File: config.mk
export PLATFORM = sky130hd
export DESIGN_NAME = multicycle_controller
export DESIGN_NICKNAME = d
export VERILOG_FILES = /design/src/rtl/multicycle_controller.sv
export SDC_FILE = /design/constraint.sdc
export NUM_CORES = 1
export LEC_CHECK = 0
export ABC_AREA = 1
export BUFFER_PORTS_ARGS = -buffer_cell sky130_fd_sc_hd__buf_2
export CORE_AREA = 2 2 50 87
export DETAILED_ROUTE_END_ITERATION = 8
export DIE_AREA = 0 0 52 89
export GPL_ROUTABILITY_DRIVEN = 0
export PLACE_DENSITY_LB_ADDON = 0.08
export SYNTH_ARGS = -nofsm -noshare
export SYNTH_HDL_FRONTEND = slang
export SYNTH_SLANG_ARGS = --single-unit
export TNS_END_PERCENT = 5
File: constraint.sdc
create_clock -name clk -period 3.4 [get_ports clk]
set_input_delay 0.51 -clock clk [delete_from_list [all_inputs] [get_ports clk]]
set_output_delay 0.51 -clock clk [all_outputs]
set_load 0.03 [all_outputs]
File: src/rtl/multicycle_controller.sv
// Multicycle MIPS-style control FSM: registered per-state controls, shared memory handshake.
// Define ILLEGAL_OP_TRAP_EN to trap on illegal opcodes; otherwise they retire as NOPs.
module multicycle_controller #(
   parameter int unsigned n       = 16,
   parameter int unsigned STATE_W = 4
) (
   input  logic               clk,
   input  logic               reset,
   input  logic [4:0]         op,
   input  logic [3:0]         funct,
   input  logic               zero,
   input  logic               mem_ready,
   output logic               mem_req,
   output logic               memwrite,
   output logic               iord,
   output logic               irwrite,
   output logic               pcwrite,
   output logic [1:0]         pcsrc,
   output logic               alusrca,
   output logic [1:0]         alusrcb,
   output logic [3:0]         alucontrol,
   output logic               regdst,
   output logic               memtoreg,
   output logic               regwrite,
   output logic               halted,
   output logic [STATE_W-1:0] dbg_state
);
   typedef enum logic [3:0] {
      StFetch  = 4'd0,  StDecode = 4'd1,  StMemAdr = 4'd2,  StMemRd  = 4'd3,
      StMemWb  = 4'd4,  StMemWr  = 4'd5,  StExec   = 4'd6,  StAluWb  = 4'd7,
      StBranch = 4'd8,  StAddiEx = 4'd9,  StAddiWb = 4'd10, StJump   = 4'd11,
      StHalt   = 4'd12, StTrap   = 4'd13
   } state_e;

   localparam logic [4:0] OpRtype = 5'b00000;
   localparam logic [4:0] OpAddi  = 5'b00001;
   localparam logic [4:0] OpLw    = 5'b00010;
   localparam logic [4:0] OpSw    = 5'b00011;
   localparam logic [4:0] OpBeq   = 5'b00100;
   localparam logic [4:0] OpJ     = 5'b00101;
   localparam logic [4:0] OpHalt  = 5'b11111;
   localparam logic [3:0] AluAdd  = 4'b0010;
   localparam logic [3:0] AluSub  = 4'b0110;

   if (n == 0 || STATE_W < 4) begin : g_param_check
      $error("multicycle_controller: n must be nonzero and STATE_W at least 4");
   end

   state_e state_q, state_d;
   logic   jump_q;

   always_comb begin
      state_d = StFetch;
      case (state_q)
         // A fetch only completes once the request is actually on the bus.
         StFetch:  state_d = (mem_req && mem_ready) ? StDecode : StFetch;
         StDecode: begin
            case (op)
               OpRtype:     state_d = StExec;
               OpAddi:      state_d = StAddiEx;
               OpLw, OpSw:  state_d = StMemAdr;
               OpBeq:       state_d = StBranch;
               OpJ:         state_d = StJump;
               OpHalt:      state_d = StHalt;
`ifdef ILLEGAL_OP_TRAP_EN
               default:     state_d = StTrap;
`else
               default:     state_d = StFetch;
`endif
            endcase
         end
         StMemAdr: state_d = (op == OpLw) ? StMemRd : StMemWr;
         StMemRd:  state_d = mem_ready ? StMemWb : StMemRd;
         StMemWb:  state_d = StFetch;
         StMemWr:  state_d = mem_ready ? StFetch : StMemWr;
         StExec:   state_d = StAluWb;
         StAluWb:  state_d = StFetch;
         StBranch: state_d = StFetch;
         StAddiEx: state_d = StAddiWb;
         StAddiWb: state_d = StFetch;
         StJump:   state_d = StFetch;
         StHalt:   state_d = StHalt;
         StTrap:   state_d = StTrap;
         default:  state_d = StFetch;
      endcase
   end

   // Controls are registered from the next state so they line up with state_q.
   always_ff @(posedge clk or negedge reset) begin
      if (!reset) begin
         state_q    <= StFetch;
         mem_req    <= 1'b0;
         memwrite   <= 1'b0;
         iord       <= 1'b0;
         alusrca    <= 1'b0;
         alusrcb    <= 2'b00;
         alucontrol <= 4'b0000;
         pcsrc      <= 2'b00;
         regdst     <= 1'b0;
         memtoreg   <= 1'b0;
         regwrite   <= 1'b0;
         halted     <= 1'b0;
         jump_q     <= 1'b0;
      end else begin
         state_q    <= state_d;
         mem_req    <= 1'b0;
         memwrite   <= 1'b0;
         iord       <= 1'b0;
         alusrca    <= 1'b0;
         alusrcb    <= 2'b00;
         alucontrol <= 4'b0000;
         pcsrc      <= 2'b00;
         regdst     <= 1'b0;
         memtoreg   <= 1'b0;
         regwrite   <= 1'b0;
         halted     <= 1'b0;
         jump_q     <= 1'b0;
         case (state_d)
            StFetch:  begin mem_req <= 1'b1; alusrcb <= 2'b01; alucontrol <= AluAdd; end
            StDecode: begin alusrcb <= 2'b11; alucontrol <= AluAdd; end
            StMemAdr: begin alusrca <= 1'b1; alusrcb <= 2'b10; alucontrol <= AluAdd; end
            StMemRd:  begin mem_req <= 1'b1; iord <= 1'b1; end
            StMemWb:  begin regwrite <= 1'b1; memtoreg <= 1'b1; end
            StMemWr:  begin mem_req <= 1'b1; memwrite <= 1'b1; iord <= 1'b1; end
            StExec:   begin alusrca <= 1'b1; alucontrol <= funct; end
            StAluWb:  begin regwrite <= 1'b1; regdst <= 1'b1; end
            StBranch: begin alusrca <= 1'b1; alucontrol <= AluSub; pcsrc <= 2'b01; end
            StAddiEx: begin alusrca <= 1'b1; alusrcb <= 2'b10; alucontrol <= AluAdd; end
            StAddiWb: regwrite <= 1'b1;
            StJump:   begin jump_q <= 1'b1; pcsrc <= 2'b10; end
            StHalt, StTrap: halted <= 1'b1;
            default: ;
         endcase
      end
   end

   assign irwrite   = (state_q == StFetch) && mem_req && mem_ready;
   assign pcwrite   = jump_q || irwrite || ((state_q == StBranch) && zero);
   assign dbg_state = STATE_W'(state_q);

endmodule

==> results.cfg, run 1 <==
[yosys]
yosysSeqAreaShare_pct = 44.3
avgSynthCellArea_um2 = 7.63
synth_area_leaders = dfrtp_1 44%, nand2_1 12%, inv_1 6.0%, nand3_1 5.3%, nor2_1 5.3%
synthCells = 148
synth-main-ff-cell = dfrtp_1
yosysWarnings = 0
yosys.area.top_type = dfrtp_1
async_flop_share_pct = 100
netlist_area_mm2 = 0.00113
synth_cell_types = 18
yosys_register_bits = 20
synthDominantCellAreaShare_pct = 44.3
synth_edf_count = 0
synth_commonest_cells = 36 x nand2_1, 20 x dfrtp_1, 18 x inv_1
syn_nets = 161
yosysMostFrequentCell = nand2_1

[timing]
setup_ws_ns = 1.45
fmax_mhz = 512
tns_ns = 0
finalHoldViolations = 0
min_period_over_period_pct = 57.4
period_minus_slack_ns = 1.95
setup_viol = 0
tightest_slew_ns = 0.453
rsz0062_at_grt = false
drv_slew = 0
slew_headroom_pct = 69.8
finClkSkew_ns = 0.00331

[clocking]
cts_setup_buffers = 0
worstSkewPairLatency_ns = 0.26
clk_pin_slew_ns = 0.07
cts_tree = yes
cts_resized = 0
cts_hold_buf = 0
clk_path_buf_depth = 2
cts_sinks = 20
cts_buffers = 3
htree_num_levels = 1
root_buffer = clkbuf_8

[drt]
drt_iter0_drc = 10
routed_wl_um = 2720
drtAntennaViolNets = 0
wire_per_inst_um = 11.7
drc = 0
vias = 1027
drtPass1Iterations = 4
vias_per_cell = 4.43

[power_and_ir_drop]
pwr-share-clk_pct = 20.0
p_seq_share_pct = 35.3
power.switching_uw = 407
switching_share_pct = 45.1
p_leak_nw = 0.855
vdd.ir_drop.worst_mv = 0.182
powerDensity_mw_per_mm2 = 646
p_int_uw = 496
power_frac_comb_pct = 44.6

[global_routing]
antenna_found_initial = 0
grt-ovfl-total = 0
grt_use_met1_pct = 12.3
met2_usage_pct = 26.8
grt_pass1_wl_um = 4490
busiest_layer = met2
grt_max_degree = 21
grt_usage_pct = 13.4
met3_usage_pct = 2.34
grt_pass1_vias = 1039

[layout]
layout-drive-gt1-share_pct = 34.8
fin_area_mm2 = 0.00140
stdcell_count = 232
diodes = 0
area_delta_synth_final_pct = 23.9
final_net_count = 198
fill_cells = 434

[placement]
io_buffers = 34
placed_cells = 228
dp_worst_setup_slack_ns = 1.59
dp_hpwl_um = 2320
placed_cell_area_mm2 = 0.00134

[worst_setup_path]
cp_slowest_cell = dfrtp_1
required_ns = 2.89
cp-start-kind = flop
slowest_delay_ns = 0.46
arrival_ns = 1.44
crit_chain = inv_2 -> nand2_4 -> nor2_1 -> nand2_2 -> nand2_1 -> buf_2
critical_path_class = flop to output port
path_max_fanout = 6
end_kind = output port
crit_family = flip-flops
crit_buf_inv = 2

[flow_run]
maxCapViolCount = 0

[floorplan]
chipHeight_um = 89
io-pin-count = 35
core_area_mm2 = 0.00387
std_cell_rows = 30
dieArea_mm2 = 0.00463
initial_core_util_pct = 29.2
die_width_um = 52

[hold_path]
hp-class = primary input to async pin

[status]
status = completed
through the flow:
| stage | total power [mW] | hold slack (ns) | util (%) |
|---|---|---|---|
| 2_1_floorplan | 0.619 | 0.214 | - |
| 3_5_place_dp | 0.737 | 0.490 | 34.8 |
| 4_1_cts | 0.922 | 0.208 | 36.2 |
| 6_report | 0.904 | 0.188 | 36.2 |
| 5_1_grt | 0.969 | 0.229 | 36.2 |
| 3_3_place_gp | 0.737 | 0.480 | 34.8 |
state kept, by name, summed over array words and instances, names as in the netlist:
register,flops
alucontrol,4
dbg_state,4
alusrcb,2
alusrca,1
halted,1
iord,1
jump_q,1
mem_req,1
memtoreg,1
memwrite,1
pcsrc,1
regdst,1
regwrite,1
cells in the final DEF, fill, tap and decap left out:
cell type | netlist | routed
nand2_1 | 36 | 36
o21ai_1 | 2 | 2
o21ai_0 | 1 | 1
inv_2 | 7 | 7
buf_2 | 0 | 34
clkbuf_8 | 0 | 4
a21oi_1 | 3 | 3
nand2_4 | 2 | 2
inv_1 | 18 | 18
nand4_1 | 7 | 7
nand3_1 | 12 | 12
nor2_2 | 7 | 7
nor2_4 | 5 | 5
nor2_1 | 16 | 16
nand3_2 | 2 | 2
a41oi_1 | 1 | 1
nor3_1 | 4 | 4
nand2_2 | 3 | 3
dfrtp_1 | 20 | 20
cell families (layout without fill, tap and decap cells):
family	count (synthesis)	count (layout)	synth area share, %
and+or+nand+nor	94	94	42.6
AOI/OAI and AO/OA	7	7	3.44
DFF	20	20	44.3
buffers and inverters	27	63	9.64
area by class of cell:
type / count / area, µm² / area share [%]
clock buffers: 4 / 55.1 / 3.94
inverters: 25 / 93.8 / 6.71
multi-input cells: 101 / 519 / 37.1
flip-flops and latches: 20 / 500 / 35.8
well taps: 48 / 60.1 / 4.29
repair buffers: 34 / 170 / 12.2
layer usage:
layer	vias to the layer above	share of wire (%)
li1	537	-
met1	458	36
met2	27	58
met3	5	4.2
met4	0	2.0
met5	-	0
power by group through the flow:
stage	sequential, mW	combinational, mW	clock, mW
after floorplan	0.401	0.218	0
after global routing	0.326	0.445	0.198
after CTS	0.322	0.412	0.189
after global placement	0.324	0.413	0
final	0.319	0.404	0.181
after detailed placement	0.326	0.411	0
path summary, 6_finish.rpt:
kind / from / to / slack (ns) / cells past startpoint
min in group clk: funct[0] / alucontrol[0] / 0.45 / 3
worst min-delay path: reset / alucontrol[3] / 0.19 / 1
max in group asynchronous: reset / alucontrol[2] / 2.90 / 1
worst min register to register: dbg_state[2] / regdst / 0.72 / 2
worst max-delay path: dbg_state[3] / pcwrite / 1.45 / 6
worst max register to register: dbg_state[1] / alucontrol[1] / 1.66 / 11
No activity file was read; power rests on OpenSTA's default activity.
==> run 2: changes to the inputs <==
- clock period: 3.4 -> 1.74 ns (I/O delays scaled with it)
==> results.cfg, run 2 (synthesis gave the netlist of run 1 again) <==
[worst_setup_path]
critical_path_class = flop to flop
worstReg2RegStart = dbg_state[3]
ff2ff_path_depth = 8
required_ns = 1.93
r2r-end = alucontrol[1]
path_max_fanout = 5
crit_path_start = dbg_state[3]
arrival_ns = 1.86
crit_end = alucontrol[1]
r2r_slack_ns = 0.07
cp-start-kind = flop
end_kind = flop

[layout]
fill_cells = 423
final_net_count = 204
diodes = 0
layout_common_cells = 33 x nand2_1, 32 x buf_2, 18 x inv_1, 16 x dfrtp_1, 13 x nor2_1
final_common_cell = nand2_1
multiInputGateArea_um2 = 553
area_delta_synth_final_pct = 32.3
layout-drive-gt1-share_pct = 42.6
seqCellArea_um2 = 505

[floorplan]
std_cell_rows = 30
core_area_mm2 = 0.00387
chipHeight_um = 89
io-pin-count = 35
dieArea_mm2 = 0.00463
die_width_um = 52
initial_core_util_pct = 29.2

[global_routing]
grt-ovfl-total = 0
grt_usage_pct = 13.6
grt_pass1_vias = 1065
antenna_found_initial = 0
grt_max_degree = 21
grt_pass1_wl_um = 4660

[placement]
io_buffers = 34
dp_hpwl_um = 2440
dp_worst_setup_slack_ns = -0.00606

[power_and_ir_drop]
p_leak_nw = 0.885
power.switching_uw = 830
switching_share_pct = 44.5
pwr-share-clk_pct = 18.5
powerDensity_mw_per_mm2 = 1250
power.total_mw = 1.87
p_int_mw = 1.04
vdd.ir_drop.worst_mv = 0.376
power_frac_comb_pct = 48.3
p_seq_share_pct = 33.2

[flow_run]
maxCapViolCount = 0

[timing]
tightest_slew_ns = 0.450
min_period_over_period_pct = 95.8
drv_slew = 0
setup_ws_ns = 0.0734
finClkSkew_ns = 0.00410
rsz0062_at_grt = true
period_minus_slack_ns = 1.67
setup_viol = 0
finalHoldViolations = 0
fmax_mhz = 600
slew_headroom_pct = 70.0

[clocking]
worstSkewPairLatency_ns = 0.25
clk_path_buf_depth = 2
cts_tree = yes
htree_num_levels = 1
cts_buffers = 3
clk_pin_slew_ns = 0.07
root_buffer = clkbuf_8
cts_sinks = 20

[drt]
routed_wl_um = 2950
drc = 0
drt_iter0_drc = 21
wire_per_inst_um = 12.4
vias_per_cell = 4.58
vias = 1091
drtPass1Iterations = 4
drtAntennaViolNets = 0

[hold_path]
hp-class = primary input to flop

[status]
status = completed
[run 2: area by class of cell]
type | count | area share [%]
clock buffers | 4 | 3.69
inverters | 25 | 6.45
multi-input cells | 101 | 37.0
flip-flops and latches | 20 | 33.9
well taps | 48 | 4.02
repair buffers | 40 | 14.9
[run 2: power by group through the flow]
stage               Clock, mW  Combinational [mW]  Sequential [mW]
floorplan                   0               0.426            0.784
global placement            0               0.850            0.630
detailed placement          0               0.848            0.629
CTS                     0.359               0.858            0.622
global route            0.377               0.986            0.630
finish                  0.345               0.902            0.620
[run 2: what timing repair did]
item / in CTS / in global routing
pin swaps: 0 / 7
hold buffers: 1 / 0
gates resized for setup: 3 / 17
setup endpoints to repair: 6 / 10
buffers inserted: 0 / 3
endpoints found under the hold margin: 20 / 0
[run 2: worst min-delay path by stage]
stage	startpoint	end	slack [ns]	depth (start not counted)
finish	funct[0]	alucontrol[0]	0.21	3
global route	funct[0]	alucontrol[0]	0.22	3
CTS	funct[0]	alucontrol[0]	0.21	3
global placement	reset	memtoreg	0.23	1
detailed placement	reset	regwrite	0.24	1
floorplan	reset	alucontrol[0]	-0.03	0
[run 2: worst max-delay path: stages (launching register included)]
cell and delay, ns:
dfrtp_2 0.47, buf_4 0.16, nand4_1 0.11, nand2_2 0.09, nor2_4 0.14, nand3_2 0.15, nor3_1 0.35, a21oi_1 0.08
nand2_1 0.07
[run 2: through the flow]
step / area (µm²) / TNS, ns / util [%] / std cells / hold slack [ns]
after floorplan: 1130 / 0 / - / 148 / -0.0346
after global placement: 1360 / -0.0586 / 35.1 / 230 / 0.231
after detailed placement: 1360 / -0.00811 / 35.1 / 230 / 0.240
after CTS: 1430 / 0 / 37.0 / 235 / 0.209
after global routing: 1490 / -0.0450 / 38.6 / 238 / 0.223
final: 1490 / 0 / 38.6 / 238 / 0.213
[run 2: layer usage]
| metal | share of wire [%] | wire (µm) | global-route usage [%] | up-vias |
|---|---|---|---|---|
| met5 | 0 | 0 | 0 | - |
| met4 | 2.3 | 67 | 4.31 | 0 |
| met3 | 3.8 | 113 | 1.84 | 4 |
| li1 | - | - | - | 549 |
| met2 | 60 | 1780 | 27.8 | 24 |
| met1 | 34 | 989 | 13.1 | 514 |
